==> src/rtl/risc_cpu_core.sv <==
// risc_cpu_core: 8-bit accumulator CPU with a 3-bit opcode and 5-bit operand address.
// Program and data share one 32x8 memory (instance mem1). Each instruction walks
// through eight two-cycle phases driven by an internal 4-bit phase counter.

module risc_cpu_mem (
    input  logic       master_clk,
    input  logic [4:0] addr,
    input  logic       we,
    input  logic [7:0] wdata,
    output logic [7:0] rdata
);
    // Unified program/data store; deliberately not reset so contents survive rst_.
    logic [7:0] memory [0:31];

    // Single write port, used only when a STO instruction commits its STORE phase.
    always_ff @(posedge master_clk) begin
        if (we) begin
            memory[addr] <= wdata;
        end
    end

    // Reads are combinational so a phase sees data in the same cycle it drives the address.
    assign rdata = memory[addr];
endmodule

module risc_cpu_core (
    input  logic       master_clk,
    input  logic       rst_,
    output logic       halt,
    output logic       load_ir,
    output logic [4:0] pc_addr
);
    localparam logic [2:0] OP_HLT = 3'b000;
    localparam logic [2:0] OP_SKZ = 3'b001;
    localparam logic [2:0] OP_ADD = 3'b010;
    localparam logic [2:0] OP_AND = 3'b011;
    localparam logic [2:0] OP_XOR = 3'b100;
    localparam logic [2:0] OP_LDA = 3'b101;
    localparam logic [2:0] OP_STO = 3'b110;
    localparam logic [2:0] OP_JMP = 3'b111;

    // Instruction phases; each phase spans two master_clk cycles and commits on the odd one.
    typedef enum logic [2:0] {
        PH_INST_ADDR  = 3'd0,
        PH_INST_FETCH = 3'd1,
        PH_INST_LOAD  = 3'd2,
        PH_IDLE       = 3'd3,
        PH_OP_ADDR    = 3'd4,
        PH_OP_FETCH   = 3'd5,
        PH_ALU_OP     = 3'd6,
        PH_STORE      = 3'd7
    } phase_e;

    // Accumulator datapath: ADD drops the carry, LDA passes memory, others hold ACC.
    function automatic logic [7:0] alu_f(input logic [2:0] op,
                                         input logic [7:0] acc,
                                         input logic [7:0] data);
        logic [7:0] res;
        case (op)
            OP_ADD:  res = acc + data;
            OP_AND:  res = acc & data;
            OP_XOR:  res = acc ^ data;
            OP_LDA:  res = data;
            default: res = acc;
        endcase
        return res;
    endfunction

    logic [3:0] cnt_q, cnt_d;
    logic [4:0] pc_q, pc_d;
    logic [7:0] ir_q, ir_d;
    logic [7:0] acc_q, acc_d;
    logic       halted_q, halted_d;
    logic       load_ir_q, load_ir_d;

    phase_e     phase_s;
    logic       commit_s;
    logic [2:0] opcode_s;
    logic [4:0] op_addr_s;
    logic [4:0] mem_addr_s;
    logic [7:0] mem_rdata_s;
    logic       mem_we_s;
    logic       zero_s;
    logic       aluop_s;

    risc_cpu_mem mem1 (
        .master_clk (master_clk),
        .addr       (mem_addr_s),
        .we         (mem_we_s),
        .wdata      (acc_q),
        .rdata      (mem_rdata_s)
    );

    // Decode the current phase and instruction fields; operand phases address via IR.
    always_comb begin
        phase_s    = phase_e'(cnt_q[3:1]);
        commit_s   = cnt_q[0];
        opcode_s   = ir_q[7:5];
        op_addr_s  = ir_q[4:0];
        zero_s     = (acc_q == 8'h00);
        aluop_s    = (opcode_s == OP_ADD) || (opcode_s == OP_AND) ||
                     (opcode_s == OP_XOR) || (opcode_s == OP_LDA);
        if (cnt_q[3]) begin
            mem_addr_s = op_addr_s;
        end else begin
            mem_addr_s = pc_q;
        end
    end

    // Next-state sequencing: advance the phase counter and apply each phase's commit action.
    always_comb begin
        cnt_d    = cnt_q;
        pc_d     = pc_q;
        ir_d     = ir_q;
        acc_d    = acc_q;
        halted_d = halted_q;
        mem_we_s = 1'b0;

        if (!halted_q) begin
            cnt_d = cnt_q + 4'd1;
            if (commit_s) begin
                case (phase_s)
                    PH_INST_LOAD, PH_IDLE: begin
                        ir_d = mem_rdata_s;
                    end
                    PH_OP_ADDR: begin
                        pc_d = pc_q + 5'd1;
                        if (opcode_s == OP_HLT) begin
                            halted_d = 1'b1;
                        end else begin
                            halted_d = 1'b0;
                        end
                    end
                    PH_ALU_OP: begin
                        if ((opcode_s == OP_SKZ) && zero_s) begin
                            pc_d = pc_q + 5'd1;
                        end else if (opcode_s == OP_JMP) begin
                            pc_d = op_addr_s;
                        end else begin
                            pc_d = pc_q;
                        end
                    end
                    PH_STORE: begin
                        if (aluop_s) begin
                            acc_d = alu_f(opcode_s, acc_q, mem_rdata_s);
                        end else begin
                            acc_d = acc_q;
                        end
                        mem_we_s = (opcode_s == OP_STO);
                        if (opcode_s == OP_JMP) begin
                            pc_d = op_addr_s;
                        end else begin
                            pc_d = pc_q;
                        end
                    end
                    PH_INST_ADDR, PH_INST_FETCH, PH_OP_FETCH: begin
                        // Address/fetch phases only steer the memory address.
                        ir_d = ir_q;
                    end
                    default: begin
                        ir_d = ir_q;
                    end
                endcase
            end else begin
                ir_d = ir_q;
            end
        end else begin
            cnt_d = cnt_q;
        end

        // The IR load window covers INST_LOAD and IDLE, i.e. counter values 4..7.
        load_ir_d = (cnt_d[3:2] == 2'b01);
    end

    // State registers; asynchronous reset clears everything except memory.
    always_ff @(posedge master_clk or negedge rst_) begin
        if (!rst_) begin
            cnt_q     <= 4'd0;
            pc_q      <= 5'd0;
            ir_q      <= 8'h00;
            acc_q     <= 8'h00;
            halted_q  <= 1'b0;
            load_ir_q <= 1'b0;
        end else begin
            cnt_q     <= cnt_d;
            pc_q      <= pc_d;
            ir_q      <= ir_d;
            acc_q     <= acc_d;
            halted_q  <= halted_d;
            load_ir_q <= load_ir_d;
        end
    end

    assign halt    = halted_q;
    assign load_ir = load_ir_q;
    assign pc_addr = pc_q;
endmodule

==> config.mk <==
export PLATFORM = sky130hd
export DESIGN_NAME = risc_cpu_core
export DESIGN_NICKNAME = d
export VERILOG_FILES = /design/src/rtl/risc_cpu_core.sv
export SDC_FILE = /design/constraint.sdc
export NUM_CORES = 1
export LEC_CHECK = 0
export BUFFER_PORTS_ARGS = -buffer_cell sky130_fd_sc_hd__buf_2
export CORE_AREA = 5 5 156 158
export CTS_CLUSTER_SIZE = 28
export DETAILED_ROUTE_END_ITERATION = 16
export DIE_AREA = 0 0 161 163
export PLACE_DENSITY = 0.77
export SKIP_CTS_REPAIR_TIMING = 1
export SLEW_MARGIN = 20
export SYNTH_ARGS = -nofsm -noshare
export SYNTH_HDL_FRONTEND = slang
export SYNTH_SLANG_ARGS = --single-unit
==> constraint.sdc <==
create_clock -name master_clk -period 7.02 [get_ports master_clk]
set_input_delay 1.404 -clock master_clk [delete_from_list [all_inputs] [get_ports master_clk]]
set_output_delay 1.404 -clock master_clk [all_outputs]
set_load 0.01 [all_outputs]
==> results by group, run 1 <==
Clock network
  • Total CTS buffers: 29
  • Clk buf depth: 3
  • Clock Sink Count: 283
  • CTS tree: built
  • CTS Root Cell: clkbuf_16
  • Clk_lat worst skew: 0.55 ns
  • Worst-path clk slew: 0.06 ns
  • H-tree depth: 1

Worst setup path
  • Largest fanout on the critical path: 40
  • RR Startpoint: cnt_q[3]
  • Setup slack, reg-to-reg: 1.93 ns
  • Required time worst endpoint: 7.43 ns
  • Classification of the worst setup path: reg -> reg
  • Crit end category: flop
  • Setup crit start kind: flop
  • CP arrival: 5.50 ns
  • Worst setup startpoint: cnt_q[3]

STA
  • Worst slew pin tran: 1.151 ns
  • Post-route minimum period: 5.089 ns
  • Endpoints failing hold: 0
  • Setup-failing EPs final: 0
  • Fmax: 196.5 MHz
  • Period Utilization, post-route: 72.50%
  • Setup TNS: 0 ns
  • Unrepaired setup endpoints after global routing: false
  • Slew HR: 22.56%
  • Layout Skew: 0.02216 ns
  • Final slew viol count: 0

Yosys
  • Post-synth EDFFs: 256
  • Top-count cell post-synth: edfxtp_1
  • Largest cells by area after synthesis: edfxtp_1, dfrtp_1, a21o_1
  • Prevailing post-synth register cell: edfxtp_1
  • Area share of the largest cell type after synthesis: 62.14%
  • Seq cells post-synth: 283
  • Distinct cells, synth: 71
  • Sequential share of the synthesized area: 67.60%
  • Synthesized Nets: 863
  • Post-Syn Instances: 850
  • Synth top cells by count: edfxtp_1, a21o_1, nor2_1
  • Yosys warnings: 0
  • Mapped cell area: 12370 um^2
  • Average size of a mapped cell: 14.56 um^2
  • Yosys top cell by area: edfxtp_1
  • Async S/R FF share, synth: 9.541%

Die
  • Floorplan die width: 161 um
  • Num rows: 56
  • Io pins: 9
  • Starting density of the core: 53.83%
  • Die area: 26240 um^2
  • Die H: 163 um
  • Core Region: 22980 um^2

Drt
  • Initial DRC Count: 1009
  • DR vias: 7710
  • Total wire length: 29770 um
  • # DRC: 0
  • Final ANT Viol Nets: 0
  • Vias per cell: 6.578
  • Drt pass-1 iters: 5
  • WL/cell: 25.40 um

GRT
  • Vias in the first global route: 7461
  • GRT Total Usage: 22.86%
  • GR Util met2: 36.22%
  • Met3 GRT Util: 4.885%
  • Gr busiest metal: met2
  • GRT Residual Overflow: 0
  • Largest net degree at the start of global routing: 41
  • Initial antenna violation count: 0
  • First-pass GRT wire length: 45710 um
  • Grt met1 use: 31.26%

Worst hold path
  • Hold Crit Class: reg -> reg
  • HP Start: cnt_q[0]

Layout
  • Share of layout cells above drive strength 1: 12.36%
  • ANT cells: 0
  • Final Util: 59.27%
  • Layout area overhead: 10.09%
  • Non-filler cells, final: 1172
  • Final #Nets: 873

Power
  • PwrDens: 242.6 nW/um^2
  • Peak supply drop: 0.1397 mV
  • Leakage: 4.183 nW

Placed design
  • Buffers added on ports: 8
  • DP HPWL: 18300 um
  • GP Congestion: 0.8575
  • Dpl cells: 1119

Job
  • Max-cap violation count: 0

Outcome
  • Status: finished clean
-- state kept, by name, indices dropped and copies added (netlist names) --
| register | count |
|---|---|
| mem1.memory | 256 |
| acc_q | 8 |
| ir_q | 8 |
| pc_addr | 5 |
| cnt_q | 4 |
| halt | 1 |
| load_ir | 1 |
-- worst paths after layout --
path,endpoint,cells past startpoint
max,acc_q[6],15
min,cnt_q[0],1
max reg2reg,acc_q[6],15
min reg2reg,cnt_q[0],1
max in group asynchronous,acc_q[4],1
min in group asynchronous,acc_q[5],1
-- where the power goes --
part	internal (mW)	leakage [nW]	switching (mW)
combinational	0.000199	1.68	0.00294
clock	0.870	0.440	0.620
sequential	1.81	2.07	0
-- routing by layer --
| metal | vias up | part of all wire (%) | wire length, um |
|---|---|---|---|
| met5 | - | 0 | 0 |
| met4 | 0 | 4.3 | 1280 |
| met3 | 61 | 11 | 3167 |
| met2 | 468 | 47 | 13890 |
| met1 | 3807 | 38 | 11430 |
| li1 | 3374 | - | - |
-- cells in the final DEF, fill, tap and decap left out, types with 23 or more instances in the layout --
cell,instances
a41oi_1,29
dfrtp_1,27
o21ai_0,23
a21oi_1,31
nor2_1,63
clkbuf_16,29
a21o_1,81
o21bai_1,28
edfxtp_1,256
nand2_1,36
-- cells by family after synthesis --
| logic type | count (synthesis) | synth area share [%] |
|---|---|---|
| AO/OA/AOI/OAI | 255 | 15.26 |
| flip-flops | 283 | 67.60 |
| buffers and inverters | 66 | 2.417 |
| multiplexers | 46 | 5.724 |
| adder cells (fa/ha/maj) | 11 | 1.173 |
| XOR/XNOR | 6 | 0.4248 |
| AND/OR/NAND/NOR | 183 | 7.403 |
-- area by class of cell --
type                       instances  area [um^2]
timing repair buffer              30        205.2
clock buffer                      38        759.5
clock inverter                    15        153.9
fill                            1683         9361
tap                              290        362.8
inverter                          15        56.30
multi-input combinational        501         3720
sequential                       283         8363
-- metrics by stage --
stage / hold slack [ns] / total power [mW] / worst slack (ns) / area, um^2
finish: 0.5366 / 3.304 / 1.931 / 13620
global route: 0.5626 / 3.396 / 1.529 / 13620
CTS: 0.5392 / 3.317 / 1.960 / 13620
detailed placement: 0.5335 / 1.850 / 1.988 / 12710
global placement: 0.5244 / 1.850 / 2.118 / 12710
floorplan: 0.4864 / 1.846 / 3.441 / 12370
-- worst max-delay path, stage by stage (launching register included) --
cell,delay [ns]
dfrtp_1,0.90
mux2_4,0.79
mux4_2,0.60
nor2b_1,0.15
or4_1,0.53
nor4_2,0.41
inv_1,0.09
ha_1,0.23
inv_1,0.09
fa_1,0.21
nor2b_1,0.07
o31a_1,0.26
o21ai_0,0.20
a21oi_1,0.11
nor3_1,0.21
a21oi_1,0.09
No activity file was read; power rests on OpenSTA's default activity.
==> inputs of run 2 (changes only) <==
==> constraint.sdc (replaced) <==
create_clock -name master_clk -period 4.9 [get_ports master_clk]
set_input_delay 0.98 -clock master_clk [delete_from_list [all_inputs] [get_ports master_clk]]
set_output_delay 0.98 -clock master_clk [all_outputs]
set_load 0.01 [all_outputs]
==> results by group, run 2 (synthesis results as in run 1) <==
Drt
  • Total wire length: 30550 um (+2.6%)
  • Final ANT Viol Nets: 0 (unchanged)
  • Vias per cell: 6.570 (-0.12%)
  • Drt pass-1 iters: 5 (unchanged)
  • # DRC: 0 (unchanged)
  • Initial DRC Count: 1093 (+8.3%)
  • DR vias: 7799 (+1.2%)
  • WL/cell: 25.74 um (+1.3%)

Layout
  • Biggest registers after layout: mem1.memory x256, acc_q x8, ir_q x8
  • Most frequent cells in the layout: edfxtp_1, a21o_1, nor2_1
  • Final #Nets: 889 (+1.8%)
  • Fill count: 1703 (+1.2%)
  • FF/Latch Area: 8363 um^2 (unchanged)
  • ANT cells: 0 (unchanged)
  • Commonest non-fill, non-tap cell in the layout: edfxtp_1
  • Biggest register: mem1.memory
  • Layout area overhead: 11.61%
  • Max FFs per register: 256 (unchanged)
  • Multi-input logic area: 3720 um^2 (unchanged)
  • Share of layout cells above drive strength 1: 14.72% (+2.4 points)

Worst hold path
  • Hold Crit Class: in -> async

Placed design
  • Buffers added on ports: 8 (unchanged)
  • GP Congestion: 0.9458 (+10%)
  • DP HPWL: 19580 um (+7.0%)
  • Place WS: 0.3818 ns (-1.606 ns)

STA
  • Setup-failing EPs final: 0 (unchanged)
  • Endpoints failing hold: 0 (unchanged)
  • Slew HR: 30.08% (+7.5 points)
  • Period Utilization, post-route: 94.08% (+22 points)
  • Worst slew pin tran: 1.044 ns (-0.1068 ns)
  • Setup TNS: 0 ns (unchanged)
  • Fmax: 216.9 MHz (+10%)
  • Setup WS post-layout: 0.2898 ns (-1.641 ns)
  • Layout Skew: 0.006202 ns (-0.01596 ns)
  • Final slew viol count: 0 (unchanged)
  • Unrepaired setup endpoints after global routing: false
  • Post-route minimum period: 4.610 ns (-0.4792 ns)

Outcome
  • Status: finished clean

Worst setup path
  • Cell-by-cell trace of the critical path: nor3b_2 -> buf_4 -> o21bai_1 -> a41oi_1 -> nor4_1 -> buf_4 -> nand3_1 -> inv_1 -> ha_1 -> a211oi_1 -> o21ai_0 -> a31oi_1 -> xnor2_1 -> a211oi_1 -> a21oi_1
  • Classification of the worst setup path: reg -> reg
  • Reg-to-reg endpoint: acc_q[7]
  • Setup slack, reg-to-reg: 0.29 ns (-1.64 ns)
  • Setup crit start kind: flop
  • Worst reg-to-reg path cell count: 15 (unchanged)
  • Largest fanout on the critical path: 21 (-48%)
  • CP arrival: 5.03 ns (-0.47 ns)
  • Delay-heaviest family, CP: compound AO/OA/AOI/OAI gates
  • Largest stage delay on the critical path: 0.95 ns (+0.05 ns)
  • RR Startpoint: cnt_q[3]
  • Crit-path slowest cell: nor3b_2
  • Crit end category: flop
  • Worst path bufs/invs: 3 (+1)
  • Required time worst endpoint: 5.32 ns (-2.11 ns)

Clock network
  • Clk_lat worst skew: 0.54 ns (about the same)
  • H-tree depth: 1 (unchanged)
  • Clk buf depth: 3 (unchanged)
  • CTS Root Cell: clkbuf_16
  • Worst-path clk slew: 0.06 ns (about the same)
  • Total CTS buffers: 27 (-6.9%)
  • Clock Sink Count: 283 (unchanged)
  • CTS tree: built

GRT
  • GRT Total Usage: 23.28% (+0.42 points)
  • Vias in the first global route: 7608 (+2.0%)
  • First-pass GRT wire length: 46460 um (+1.7%)
  • GRT Residual Overflow: 0 (unchanged)
  • Largest net degree at the start of global routing: 36 (-12%)
  • Initial antenna violation count: 1 (+1)

Die
  • Num rows: 56 (unchanged)
  • Floorplan die width: 161 um (unchanged)
  • Die H: 163 um (unchanged)
  • Die area: 26240 um^2 (unchanged)
  • Core Region: 22980 um^2 (unchanged)
  • Io pins: 9 (unchanged)
  • Starting density of the core: 53.83% (unchanged)

Power
  • PwrDens: 348.4 nW/um^2 (+44%)
  • Leakage: 4.297 nW (+2.7%)
  • Peak supply drop: 0.1965 mV (+41%)

Job
  • Max-cap violation count: 0 (unchanged)
[run 2: worst max path at each step]
stage | start | end | slack (ns) | depth (start not counted)
after global placement | cnt_q[3] | acc_q[7] | 0.50 | 15
after global routing | cnt_q[3] | acc_q[7] | 0.10 | 15
after detailed placement | cnt_q[3] | acc_q[7] | 0.38 | 15
final | cnt_q[3] | acc_q[7] | 0.29 | 15
after floorplan | cnt_q[3] | acc_q[6] | 1.32 | 16
after CTS | cnt_q[3] | acc_q[7] | 0.36 | 15
[run 2: metrics by stage]
stage	util, %	hold WS [ns]	area [um^2]	cells	power, mW
6_report	60.08	0.4402	13810	1187	4.811
5_1_grt	60.08	0.4957	13810	1187	4.934
4_1_cts	60.08	0.4625	13810	1187	4.827
3_5_place_dp	55.99	0.5327	12870	1137	2.650
3_3_place_gp	55.99	0.5259	12870	1137	2.650
2_1_floorplan	-	0.4864	12370	850	2.645
[run 2: per-layer routing]
layer  vias up  routed length [um]  track usage (%)
met5         -                  13                0
met4         2                1034            7.251
met3        64                3063            4.708
met2       485               14270            37.49
met1      3848               12170            32.43
li1       3400                   -                -
[run 2: layout make-up]
class	count	share of cell area, %
Clock inverter	18	1.785
Multi-Input combinational cell	501	26.94
Inverter	15	0.4078
Clock buffer	32	5.029
Timing Repair Buffer	48	2.646
Tap cell	290	2.628
Sequential cell	283	60.57
[run 2: where the power goes]
part	leakage, nW	internal [mW]	switching [mW]	total (mW)
logic	1.77	0.000285	0.00416	0.00445
clock network	0.460	1.33	0.883	2.21
registers	2.07	2.59	0	2.59
